--- config.mk ---
export PLATFORM = sky130hd
export DESIGN_NAME = axis_l_sorter
export DESIGN_NICKNAME = d
export VERILOG_FILES = /design/src/rtl/axis_l_sorter_pkg.sv /design/src/rtl/sync_fifo.sv /design/src/rtl/axis_l_sorter.sv
export SDC_FILE = /design/constraint.sdc
export NUM_CORES = 1
export LEC_CHECK = 0
export BUFFER_PORTS_ARGS = -buffer_cell sky130_fd_sc_hd__buf_2
export CAP_MARGIN = 25
export CORE_MARGIN = 4
export CORE_UTILIZATION = 40
export DETAILED_ROUTE_END_ITERATION = 12
export GPL_TIMING_DRIVEN = 0
export PLACE_DENSITY = 0.66
export SYNTH_ARGS = -nofsm -noshare
export SYNTH_HDL_FRONTEND = slang
export SYNTH_SLANG_ARGS = --single-unit
--- constraint.sdc ---
create_clock -name clk -period 9.41 [get_ports clk]
set_input_delay 2.823 -clock clk [delete_from_list [all_inputs] [get_ports clk]]
set_output_delay 2.823 -clock clk [all_outputs]
set_load 0.02 [all_outputs]
--- src/rtl/axis_l_sorter_pkg.sv ---
// axis_l_sorter_pkg: shared FSM states, word field widths, summary tag and default tuning constants
package axis_l_sorter_pkg;
  typedef enum logic [1:0] {IDLE, SEARCH, REARM} state_e;
  localparam int ID_W = 8;
  localparam int IDX_W = 24;
  localparam logic [ID_W-1:0] SUM_TAG = 8'hFF;
  localparam int FIFO_DEPTH = 4;
  localparam int DEF_THRESH = 200;
  localparam int DEF_WIN = 16;
  localparam int DEF_BIN1 = 400;
  localparam int DEF_BIN2 = 800;
  localparam int DEF_BIN3 = 1600;
endpackage

--- src/rtl/sync_fifo.sv ---
// sync_fifo: FIFO with up to two pushes per cycle and a registered head (dout/dvalid); free counts the head register
module sync_fifo #(
  parameter int WIDTH = 33,
  parameter int DEPTH = 4,
  localparam int AW = $clog2(DEPTH),
  localparam int CW = $clog2(DEPTH + 1)
) (
  input  logic             clk,
  input  logic             rst,
  input  logic [1:0]       wr_n,
  input  logic [WIDTH-1:0] wr_d0,
  input  logic [WIDTH-1:0] wr_d1,
  input  logic             rd,
  output logic [WIDTH-1:0] dout,
  output logic             dvalid,
  output logic [CW-1:0]    free
);
  logic [WIDTH-1:0] mem_q [DEPTH];
  logic [WIDTH-1:0] mem_d [DEPTH];
  logic [AW-1:0] wp_q, wp_d, rp_q, rp_d;
  logic [CW-1:0] cnt_q, cnt_d;
  logic [WIDTH-1:0] out_q, out_d;
  logic ov_q, ov_d, load;
  always_comb begin
    load = (cnt_q != '0) && (!ov_q || rd);
    mem_d = mem_q;
    if (wr_n != 2'd0) mem_d[wp_q] = wr_d0;
    if (wr_n == 2'd2) mem_d[wp_q + AW'(1)] = wr_d1;
    wp_d = wp_q + AW'(wr_n);
    rp_d = rp_q + AW'(load);
    cnt_d = cnt_q + CW'(wr_n) - CW'(load);
    out_d = load ? mem_q[rp_q] : out_q;
    ov_d = load || (ov_q && !rd);
  end
  always_ff @(posedge clk) mem_q <= mem_d;
  always_ff @(posedge clk) begin
    if (rst) begin
      wp_q <= '0;
      rp_q <= '0;
      cnt_q <= '0;
      out_q <= '0;
      ov_q <= 1'b0;
    end else begin
      wp_q <= wp_d;
      rp_q <= rp_d;
      cnt_q <= cnt_d;
      out_q <= out_d;
      ov_q <= ov_d;
    end
  end
  assign dout = out_q;
  assign dvalid = ov_q;
  assign free = CW'(DEPTH) - cnt_q - CW'(ov_q);
endmodule

--- src/rtl/axis_l_sorter.sv ---
// axis_l_sorter: spike detector/classifier; s00 samples in, m00 event words {cluster,min_idx} and per-frame summary (tlast) out
module axis_l_sorter
  import axis_l_sorter_pkg::*;
#(
  parameter int C_AXIS_TDATA_WIDTH = 32,
  parameter int THRESH = DEF_THRESH,
  parameter int WIN = DEF_WIN,
  parameter int BIN1 = DEF_BIN1,
  parameter int BIN2 = DEF_BIN2,
  parameter int BIN3 = DEF_BIN3
) (
  input  logic                            clk,
  input  logic                            rst,
  input  logic [C_AXIS_TDATA_WIDTH-1:0]   s00_axis_tdata,
  input  logic [C_AXIS_TDATA_WIDTH/8-1:0] s00_axis_tstrb,
  input  logic                            s00_axis_tvalid,
  output logic                            s00_axis_tready,
  input  logic                            s00_axis_tlast,
  output logic [C_AXIS_TDATA_WIDTH-1:0]   m00_axis_tdata,
  output logic [C_AXIS_TDATA_WIDTH/8-1:0] m00_axis_tstrb,
  output logic                            m00_axis_tvalid,
  input  logic                            m00_axis_tready,
  output logic                            m00_axis_tlast
);
  state_e state_q, state_d;
  logic signed [15:0] smp, min_q, min_d;
  logic [IDX_W-1:0] idx_q, idx_d, mi_q, mi_d, ev_cnt_q, ev_cnt_d;
  logic [15:0] cnt_q, cnt_d;
  logic [1:0] st_n_q, st_n_d;
  logic [32:0] st_w0_q, st_w0_d, st_w1_q, st_w1_d, ev_w, sum_w, fifo_dout;
  logic hs, below, ev, fifo_vld;
  logic [16:0] mag;
  logic [ID_W-1:0] cid;
  logic [2:0] free;
  logic unused_bits;
  assign unused_bits = ^{s00_axis_tdata[C_AXIS_TDATA_WIDTH-1:16], s00_axis_tstrb};
  assign smp = s00_axis_tdata[15:0];
  assign below = int'(smp) < -THRESH;
  // Words still in the staging registers are not yet counted by the FIFO, so reserve them here.
  assign s00_axis_tready = !rst && ({1'b0, free} >= {2'b00, st_n_q} + 4'd2);
  always_comb begin
    hs = s00_axis_tvalid && s00_axis_tready;
    state_d = state_q;
    min_d = min_q;
    mi_d = mi_q;
    cnt_d = cnt_q;
    idx_d = idx_q;
    ev_cnt_d = ev_cnt_q;
    ev = 1'b0;
    if (hs) begin
      idx_d = idx_q + IDX_W'(1);
      case (state_q)
        IDLE: if (below) begin
          state_d = SEARCH;
          min_d = smp;
          mi_d = idx_q;
          cnt_d = 16'd1;
        end
        SEARCH: begin
          if (smp < min_q) begin
            min_d = smp;
            mi_d = idx_q;
          end
          cnt_d = cnt_q + 16'd1;
        end
        default: if (!below) state_d = IDLE;
      endcase
      ev = (state_d == SEARCH) && (cnt_d == 16'(WIN) || s00_axis_tlast);
      if (ev) state_d = REARM;
      ev_cnt_d = ev_cnt_q + IDX_W'(ev);
      if (s00_axis_tlast) begin
        idx_d = '0;
        ev_cnt_d = '0;
        state_d = IDLE;
      end
    end
    mag = -{min_d[15], min_d};
    cid = int'(mag) < BIN1 ? 8'd0 : int'(mag) < BIN2 ? 8'd1 : int'(mag) < BIN3 ? 8'd2 : 8'd3;
    ev_w = {1'b0, cid, mi_d};
    sum_w = {1'b1, SUM_TAG, ev_cnt_q + IDX_W'(ev)};
    st_n_d = {1'b0, ev} + {1'b0, hs && s00_axis_tlast};
    st_w0_d = ev ? ev_w : sum_w;
    st_w1_d = sum_w;
  end
  always_ff @(posedge clk) begin
    if (rst) begin
      state_q <= IDLE;
      min_q <= '0;
      mi_q <= '0;
      cnt_q <= '0;
      idx_q <= '0;
      ev_cnt_q <= '0;
      st_n_q <= '0;
      st_w0_q <= '0;
      st_w1_q <= '0;
    end else begin
      state_q <= state_d;
      min_q <= min_d;
      mi_q <= mi_d;
      cnt_q <= cnt_d;
      idx_q <= idx_d;
      ev_cnt_q <= ev_cnt_d;
      st_n_q <= st_n_d;
      st_w0_q <= st_w0_d;
      st_w1_q <= st_w1_d;
    end
  end
  sync_fifo #(.WIDTH(33), .DEPTH(FIFO_DEPTH)) u_fifo (
    .clk   (clk),
    .rst   (rst),
    .wr_n  (st_n_q),
    .wr_d0 (st_w0_q),
    .wr_d1 (st_w1_q),
    .rd    (m00_axis_tready),
    .dout  (fifo_dout),
    .dvalid(fifo_vld),
    .free  (free)
  );
  assign m00_axis_tdata = fifo_dout[31:0];
  assign m00_axis_tstrb = '1;
  assign m00_axis_tvalid = fifo_vld;
  assign m00_axis_tlast = fifo_vld && fifo_dout[32];
endmodule

==> summary.md, run 1 <==
| Metric | Value |
|---|---|
| Cell Pwr Density | between 200 and 250 nW/um^2 |
| Flop pwr share | 40.8% |
| Tot GR Track Use | roughly a fifth |
| Area Growth Syn to Fin | 14.57% |
| Reg2Reg Setup Slack | slightly below 5 ns |
| PnR Total Power | around 4.0 mW |
| Nets | 1,932 |
| # resized after CTS | 0 |
| Synth area leader | dfxtp_1 |
| Number of max-cap violations | 0 |
| Initial antenna violation count | 0 |
| Max Clock Skew | about 0.015 ns |
| Top-area cell type share of the netlist area | around 44% |
| Int Pwr | about 2.8 mW |
| TritonCTS buffer count | 37 |
| Status | complete, no violations |
| Sum Neg Setup Slack | 0 ns |
| Share of layout cells above drive strength 1 | between 10% and 20% |
| Worst path bufs/invs | 5 |
| Cell-by-cell trace of the critical path | buf_2 > clkbuf_1 > clkbuf_1 > clkbuf_1 > nor2_1 > buf_2 |
| Synth warn | 0 |
| # diodes | 0 |
| Max clock buf depth | 3 |
| Clock power share | between 30% and 40% |
| Syn_area_per_cell | roughly 8.5 sq um |
| Most frequent cell after synthesis | dfxtp_1 |
| CP arrival | 4.89 ns |
| Setup violations, final | 0 |
| Rows | 70 |
| Hpwl dp | around 28 mm |
| Fillers | roughly 3,600 |
| Worst IR Drop VDD | 0.00009410 V |
| RSZ-0062 raised after global routing | no |
| Critical path depth in cells | 6 |
| Number of port buffers | 55 |
| Worst EP required | around 6.6 ns |
| Post-DR wirelength/cell | ~17 um |
| Post-synthesis async set-or-reset flop share | 0% |
| Max-slew headroom | between 20% and 30% |
| Slowest cell delay on critical path | ~0.7 ns |
| Worst r2r src | cnt_q[0] |
| Synth cell count leaders | 333 x dfxtp_1, 323 x nand2_1, 250 x nor2_1 |
| Largest net degree at the start of global routing | 14 |
| Fmax | roughly 0.13 GHz |
| CP endpoint kind | output port |
| H-tree depth | 2 |
| Worst-Margin Slew | about 1.1 ns |
| Drt pass-1 iters | 7 |
| Slowest CP cell | clkbuf_1 |
| Setup CP Type | in -> out |
| CTS root buf | clkbuf_16 |
| CTS sink count | roughly 330 |
| Final hold vios | 0 |
| Tcrit/Tclk final | between 80% and 90% |
| # DRC | 0 |
| Final WL | 39.25 mm |
| CP Max Fanout | 10 |
| Worst setup path start | rst |
| Placer Congestion | around 0.9 |
| Remaining antenna violation count | 0 |
| Die H | a little over 200 um |
| CTS clk-pin slew, worst paths | approximately 0.050 ns |
| Number of enable flip-flop cells after synthesis | 0 |
| Post-synth cell types | 74 |
| Skew-Pair Late Insertion Delay | ~0.53 ns |
| Core Region | roughly 37,000 sq um |
| Critical Path End | s00_axis_tready |
| Cell count after synthesis | between 1,500 and 2,000 |
| Register area share after synthesis | between 40 and 50% |
| CTS Hold Buffers Added | 0 |
| Initial Util | between 40 and 50% |
| Total gr overflow | 0 |
| Total die area | ~41,000 sq um |
| Slew Viols, Final | 0 |
| Via count | 12,743 |
| TritonCTS clock tree | built |
| Number of global-route vias before repair | roughly 12,000 |
| Sw Pwr | ~1.2 mW |
| Yosys reg bits | 333 |
| Total leakage power | 6.736 nW |
| I/O pin count | 80 |
| R2R depth | 16 |
| Top_reg_cell synth | dfxtp_1 |
| Switch share | between 20% and 30% |
| Die X | just over 200 um |
| Delay-heaviest family, CP | buffers and inverters |
| DR vias/cell | around 5.4 |
| Drt initial violations | about 1,000 |
| Hold Path Class | reg -> reg |
| Top post-synthesis cells by area | dfxtp_1 44%, nand2_1 8.1%, nor2_1 6.3%, mux4_2 5.0%, a31oi_1 3.5% |
| Shortest period the worst path allows | approximately 7.7 ns |
| CP Launch Type | input port |
| Combinational fraction of design power | 20.8% |
| Post-Synthesis Cell Area | between 15,000 and 20,000 sq um |
| First-pass GRT wire length | approximately 64 mm |
| R2R Path End | st_w0_q[23] |
| Setup bufs post-CTS | 0 |
| Most common cell on crit path | clkbuf_1 |
## worst min path at each step
stage,cells past startpoint,start,end
global route,2,u_fifo.dout[26],u_fifo.dout[26]
detailed placement,2,u_fifo.mem_q[92],u_fifo.mem_q[92]
floorplan,2,u_fifo.dout[32],u_fifo.dout[32]
finish,2,u_fifo.mem_q[31],u_fifo.mem_q[31]
global placement,2,u_fifo.mem_q[126],u_fifo.mem_q[126]
CTS,2,u_fifo.dout[5],u_fifo.dout[5]
## routing by layer
metal	share of wire [%]	global-route usage [%]	vias to the layer above
li1	-	-	6240
met1	44	24.53	6034
met2	48	32.28	401
met3	6.4	2.917	68
met4	2.0	5.713	0
met5	0	0	-
## power by group through the flow
stage / registers, mW / logic, mW / clock network (mW)
finish: 1.63 / 0.831 / 1.53
global route: 1.64 / 0.928 / 1.62
CTS: 1.63 / 0.835 / 1.56
detailed placement: 1.65 / 0.827 / 0
global placement: 1.65 / 0.809 / 0
floorplan: 1.63 / 0.624 / 0
## worst min-delay path, delay by kind of cell (launching register included)
family           cells  cell delay [ns]
flip-flops           1             0.31
AO/OA/AOI/OAI        1             0.05
AND/OR/NAND/NOR      1             0.05
## cells by family (layout without fill, tap and decap cells)
| family | count (synthesis) | in the layout | synth area share [%] |
|---|---|---|---|
| AOI/OAI and AO/OA | 337 | 337 | 13.96 |
| DFF | 333 | 333 | 44.41 |
| and+or+nand+nor | 726 | 726 | 20.76 |
| adders and majority gates | 33 | 33 | 2.801 |
| buffers and inverters | 179 | 302 | 5.760 |
| muxes | 86 | 86 | 8.485 |
| xor gates and xnor gates | 65 | 65 | 3.793 |
| other | 1 | 4 | 0.02498 |
## stage by stage
stage	util [%]	cells	setup WS [ns]	cell area [sq um]	hold WS, ns
CTS	46.75	2354	1.575	17200	0.4550
global route	46.75	2354	1.533	17200	0.4673
finish	46.75	2354	1.696	17200	0.4536
global placement	43.18	2286	1.619	15880	0.4394
floorplan	-	1763	2.776	15020	0.4317
detailed placement	43.20	2287	1.564	15890	0.4466
## registers in the layout, summed over array words and instances (netlist names), 2 cells and up
| signal | count |
|---|---|
| mi_q | 24 |
| st_n_q | 2 |
| st_w0_q | 27 |
| u_fifo.rp_q | 2 |
| st_w1_q | 25 |
| state_q | 2 |
| u_fifo.mem_q | 132 |
| u_fifo.wp_q | 2 |
| ev_cnt_q | 24 |
| min_q | 16 |
| u_fifo.dout | 33 |
| cnt_q | 16 |
| u_fifo.cnt_q | 3 |
| idx_q | 24 |
## area by class of cell
class,count,area (sq um),share of cell area (%)
repair buffers,56,282.8,1.644
plain buffers,142,725.7,4.220
multi-input cells,1251,7491,43.56
flip-flops and latches,333,6666,38.76
clock buffers,51,1091,6.344
clock inverters,16,216.5,1.259
inverters,37,138.9,0.8076
well taps,468,585.6,3.405
## placed cells by master, fill, tap and decap left out, drive strengths merged, types with 5 or more instances in the layout
cell type,synthesis,routed
a211oi,5,5
a21oi,104,104
a2bb2oi,22,22
a31oi,85,85
and2,7,7
and3,13,13
and4,5,5
buf,61,117
bufinv,0,5
clkbuf,81,132
clkinv,2,9
dfxtp,333,333
ha,32,32
inv,35,36
mux2i,53,53
mux4,33,33
nand2,324,324
nand2b,7,7
nand3,34,34
nand4,22,22
nor2,251,251
nor2b,12,12
nor3,20,20
nor4,6,6
o211ai,5,5
o21ai,67,67
o22ai,5,5
o31ai,6,6
or3,14,14
xnor2,29,29
xor2,36,36
Power figures use the tool's default switching activity.
==> inputs of run 2 (changes only) <==
- ABC_AREA: not set -> 1
- clock period: 9.41 -> 7.55 ns (I/O delays scaled with it)
==> run 2 against run 1 <==
  * Utilization fell by 0.18 points
  * Area after synthesis rose by 3.6%
  * Setup slack got worse by 1.1 ns
  * Sequential power rose by 36%
==> summary.md, run 2 <==
| Metric | Value |
|---|---|
| Status | complete, no violations |
| Worst r2r src | cnt_q[0] |
| CTS sink count | between 300 and 400 |
| Max-slew headroom | between 40% and 50% |
| Fmax | 0.1439 GHz |
| CTS clk-pin slew, worst paths | approximately 0.05 ns |
| Share of layout cells above drive strength 1 | under 10% |
| Max reg flops | roughly 130 |
| Tcrit/Tclk final | between 90% and 100% |
| Drt pass-1 iters | 8 |
| Sum Neg Setup Slack | 0 ns |
| Post-Synth Adder-Cell Area | approximately 2.7% |
| Nets | 2,366 |
| Skew-Pair Late Insertion Delay | between 0.5 and 0.6 ns |
| Die X | around 210 um |
| Fillers | 3,852 |
| CP Max Fanout | 11 |
| Top_reg_cell synth | dfxtp_1 |
| Final WL | 44.24 mm |
| Slew Viols, Final | 0 |
| Rows | between 70 and 80 |
| First-pass GRT wire length | approximately 72 mm |
| Largest reg by FF count | u_fifo.mem_q |
| Worst Hold Depth | 2 |
| Via count | about 15,000 |
| Hold Path Class | reg -> reg |
| Post-synthesis async set-or-reset flop share | 0% |
| Synth area leader | dfxtp_1 |
| Shortest period the worst path allows | around 6.9 ns |
| Post-synth cell types | between 40 and 50 |
| # diodes | 0 |
| Slowest CP cell | clkinv_1 |
| Largest net degree at the start of global routing | 14 |
| # DRC | 0 |
| RSZ-0062 raised after global routing | no |
| Post-DR wirelength/cell | ~16 um |
| Initial antenna violation count | 0 |
| Most frequent cell after synthesis | nand2_1 |
| CTS root buf | clkbuf_16 |
| Total gr overflow | 0 |
| Reg2Reg Setup Slack | 2.05 ns |
| Register area share after synthesis | a little over two fifths |
| Initial Util | about two fifths |
| Post-Synthesis Cell Area | 15,550 sq um |
| Drt initial violations | about 1,400 |
| Yosys reg bits | 333 |
| TritonCTS clock tree | built |
| WHS | just under 0.5 ns |
| Final hold vios | 0 |
| Number of enable flip-flop cells after synthesis | 0 |
| Setup violations, final | 0 |
| Worst min-delay path endpoint | idx_q[23] |
| Tot GR Track Use | 20.85% |
| Syn_area_per_cell | 7.089 sq um |
| Hpwl dp | roughly 33 mm |
| Max Clock Skew | between 0.03 and 0.04 ns |
| R2R Path End | st_w0_q[23] |
| Top post-synthesis cells by area | dfxtp_1 43%, o21ai_0 10%, nand2_1 9.9%, inv_1 6.9%, a21oi_1 5.2% |
| I/O pin count | 80 |
| DR vias/cell | slightly above 5 |
| CP Launch Type | input port |
| Die H | around 200 um |
| Area Growth Syn to Fin | 13.85% |
| Mux contribution to synthesized area | 0.2816% |
| Number of max-cap violations | 0 |
| Max clock buf depth | 3 |
| R2R depth | 31 |
| Setup bufs post-CTS | 0 |
| Largest family of logic cells by synthesized area | compound AO/OA/AOI/OAI gates |
| Commonest cells after routing, fill and taps aside | 412 x nand2_1, 333 x dfxtp_1, 312 x o21ai_0 |
| Cell count after synthesis | between 2,000 and 2,500 |
| XOR/XNOR Fraction of Synth Area | around 1.5% |
| Remaining antenna violation count | 0 |
| Synth cell count leaders | 412 x nand2_1, 333 x dfxtp_1, 312 x o21ai_0 |
| Number of port buffers | 54 |
| Synth Area in Compound Gates | between 20 and 25% |
| TritonCTS buffer count | 39 |
| # resized after CTS | 0 |
| H-tree depth | 2 |
| Placer Congestion | approximately 0.9 |
| Number of global-route vias before repair | 14,076 |
| CP arrival | between 7 and 8 ns |
| Hold path start | idx_q[23] |
| Core Region | 38,020 sq um |
| CTS Hold Buffers Added | 0 |
| Worst EP required | 8.02 ns |
| Worst IR Drop VDD | between 0.00015 and 0.0002 V |
| Cell area after layout | 17,710 sq um |
| CP endpoint kind | flip-flop |
| Synth warn | 0 |
| Most common cell after layout, fill and taps aside | nand2_1 |
| Total leakage power | about 7.8 nW |
| Total die area | approximately 42,000 sq um |
| Slowest cell delay on critical path | 0.33 ns |
| Worst-Margin Slew | roughly 0.88 ns |
| Simple-gate share of the synthesized area | 19.59% |
| Top-area cell type share of the netlist area | 42.86% |
| Area after DPL | 16,470 sq um |
| Cell Pwr Density | 325.3 nW/um^2 |
| Setup CP Type | in -> reg |
[run 2: cell count changes after synthesis, moves of 46 or more]
cell	delta
mux2i_1	-52
inv_1	+252
a31oi_1	-51
a21oi_1	+60
nor2_1	-46
nand2_1	+89
o21ai_0	+246
[run 2: worst max path at each step]
stage          depth (start not counted)     endpoint               start
2_1_floorplan                         30  st_w0_q[23]   s00_axis_tdata[9]
5_1_grt                               31  st_w0_q[23]  s00_axis_tdata[14]
3_5_place_dp                          31  st_w0_q[23]  s00_axis_tdata[14]
6_report                              31  st_w0_q[23]  s00_axis_tdata[14]
4_1_cts                               31  st_w0_q[23]  s00_axis_tdata[14]
3_3_place_gp                          31  st_w0_q[23]  s00_axis_tdata[14]
[run 2: kinds of logic (layout without fill, tap and decap cells)]
| family | Yosys count | after routing |
|---|---|---|
| adders and majority gates | 33 | 33 |
| and+or+nand+nor | 743 | 743 |
| muxes | 4 | 4 |
| buffers and inverters | 436 | 560 |
| xor gates and xnor gates | 27 | 27 |
| AOI/OAI and AO/OA | 617 | 617 |
| other | 1 | 4 |
| DFF | 333 | 333 |
[run 2: final cells by class]
class	count	area, sq um	area share (%)
well taps	511	639.4	3.611
multi-input cells	1428	7107	40.13
plain buffers	143	691.9	3.907
flip-flops and latches	333	6666	37.65
clock inverters	15	147.6	0.8337
repair buffers	54	270.3	1.526
inverters	293	1100	6.211
clock buffers	55	1086	6.133
[run 2: metal layers]
layer  GRT usage [%]  wire [um]
met5               0          0
met4           7.775       1227
met2           35.47      20980
met1           26.92      19100
met3           3.042       2938
[run 2: worst max-delay path: cells and delay by family]
kind / cells / cell delay [ns]
compound gates: 2 / 0.59
simple gates: 17 / 2.79
fa+ha+maj: 1 / 0.22
buf+inv: 10 / 1.39
xor+xnor: 1 / 0.17
[run 2: through the flow]
step,instances,power [mW],util (%),worst slack [ns]
after global routing,2832,6.114,46.57,0.1668
after floorplan,2197,3.468,-,1.494
after global placement,2762,3.909,43.33,0.03049
final,2832,5.760,46.57,0.6014
after CTS,2832,5.777,46.57,0.6014
after detailed placement,2762,3.956,43.33,0.01460
[run 2: power by group]
part / total (mW) / switching (mW) / internal (mW) / leakage (nW)
clock network: 1.82 / 0.770 / 1.05 / 0.598
registers: 2.22 / 0.150 / 2.07 / 2.72
logic: 1.73 / 1.12 / 0.610 / 4.48
total: 5.76 / 2.04 / 3.72 / 7.80
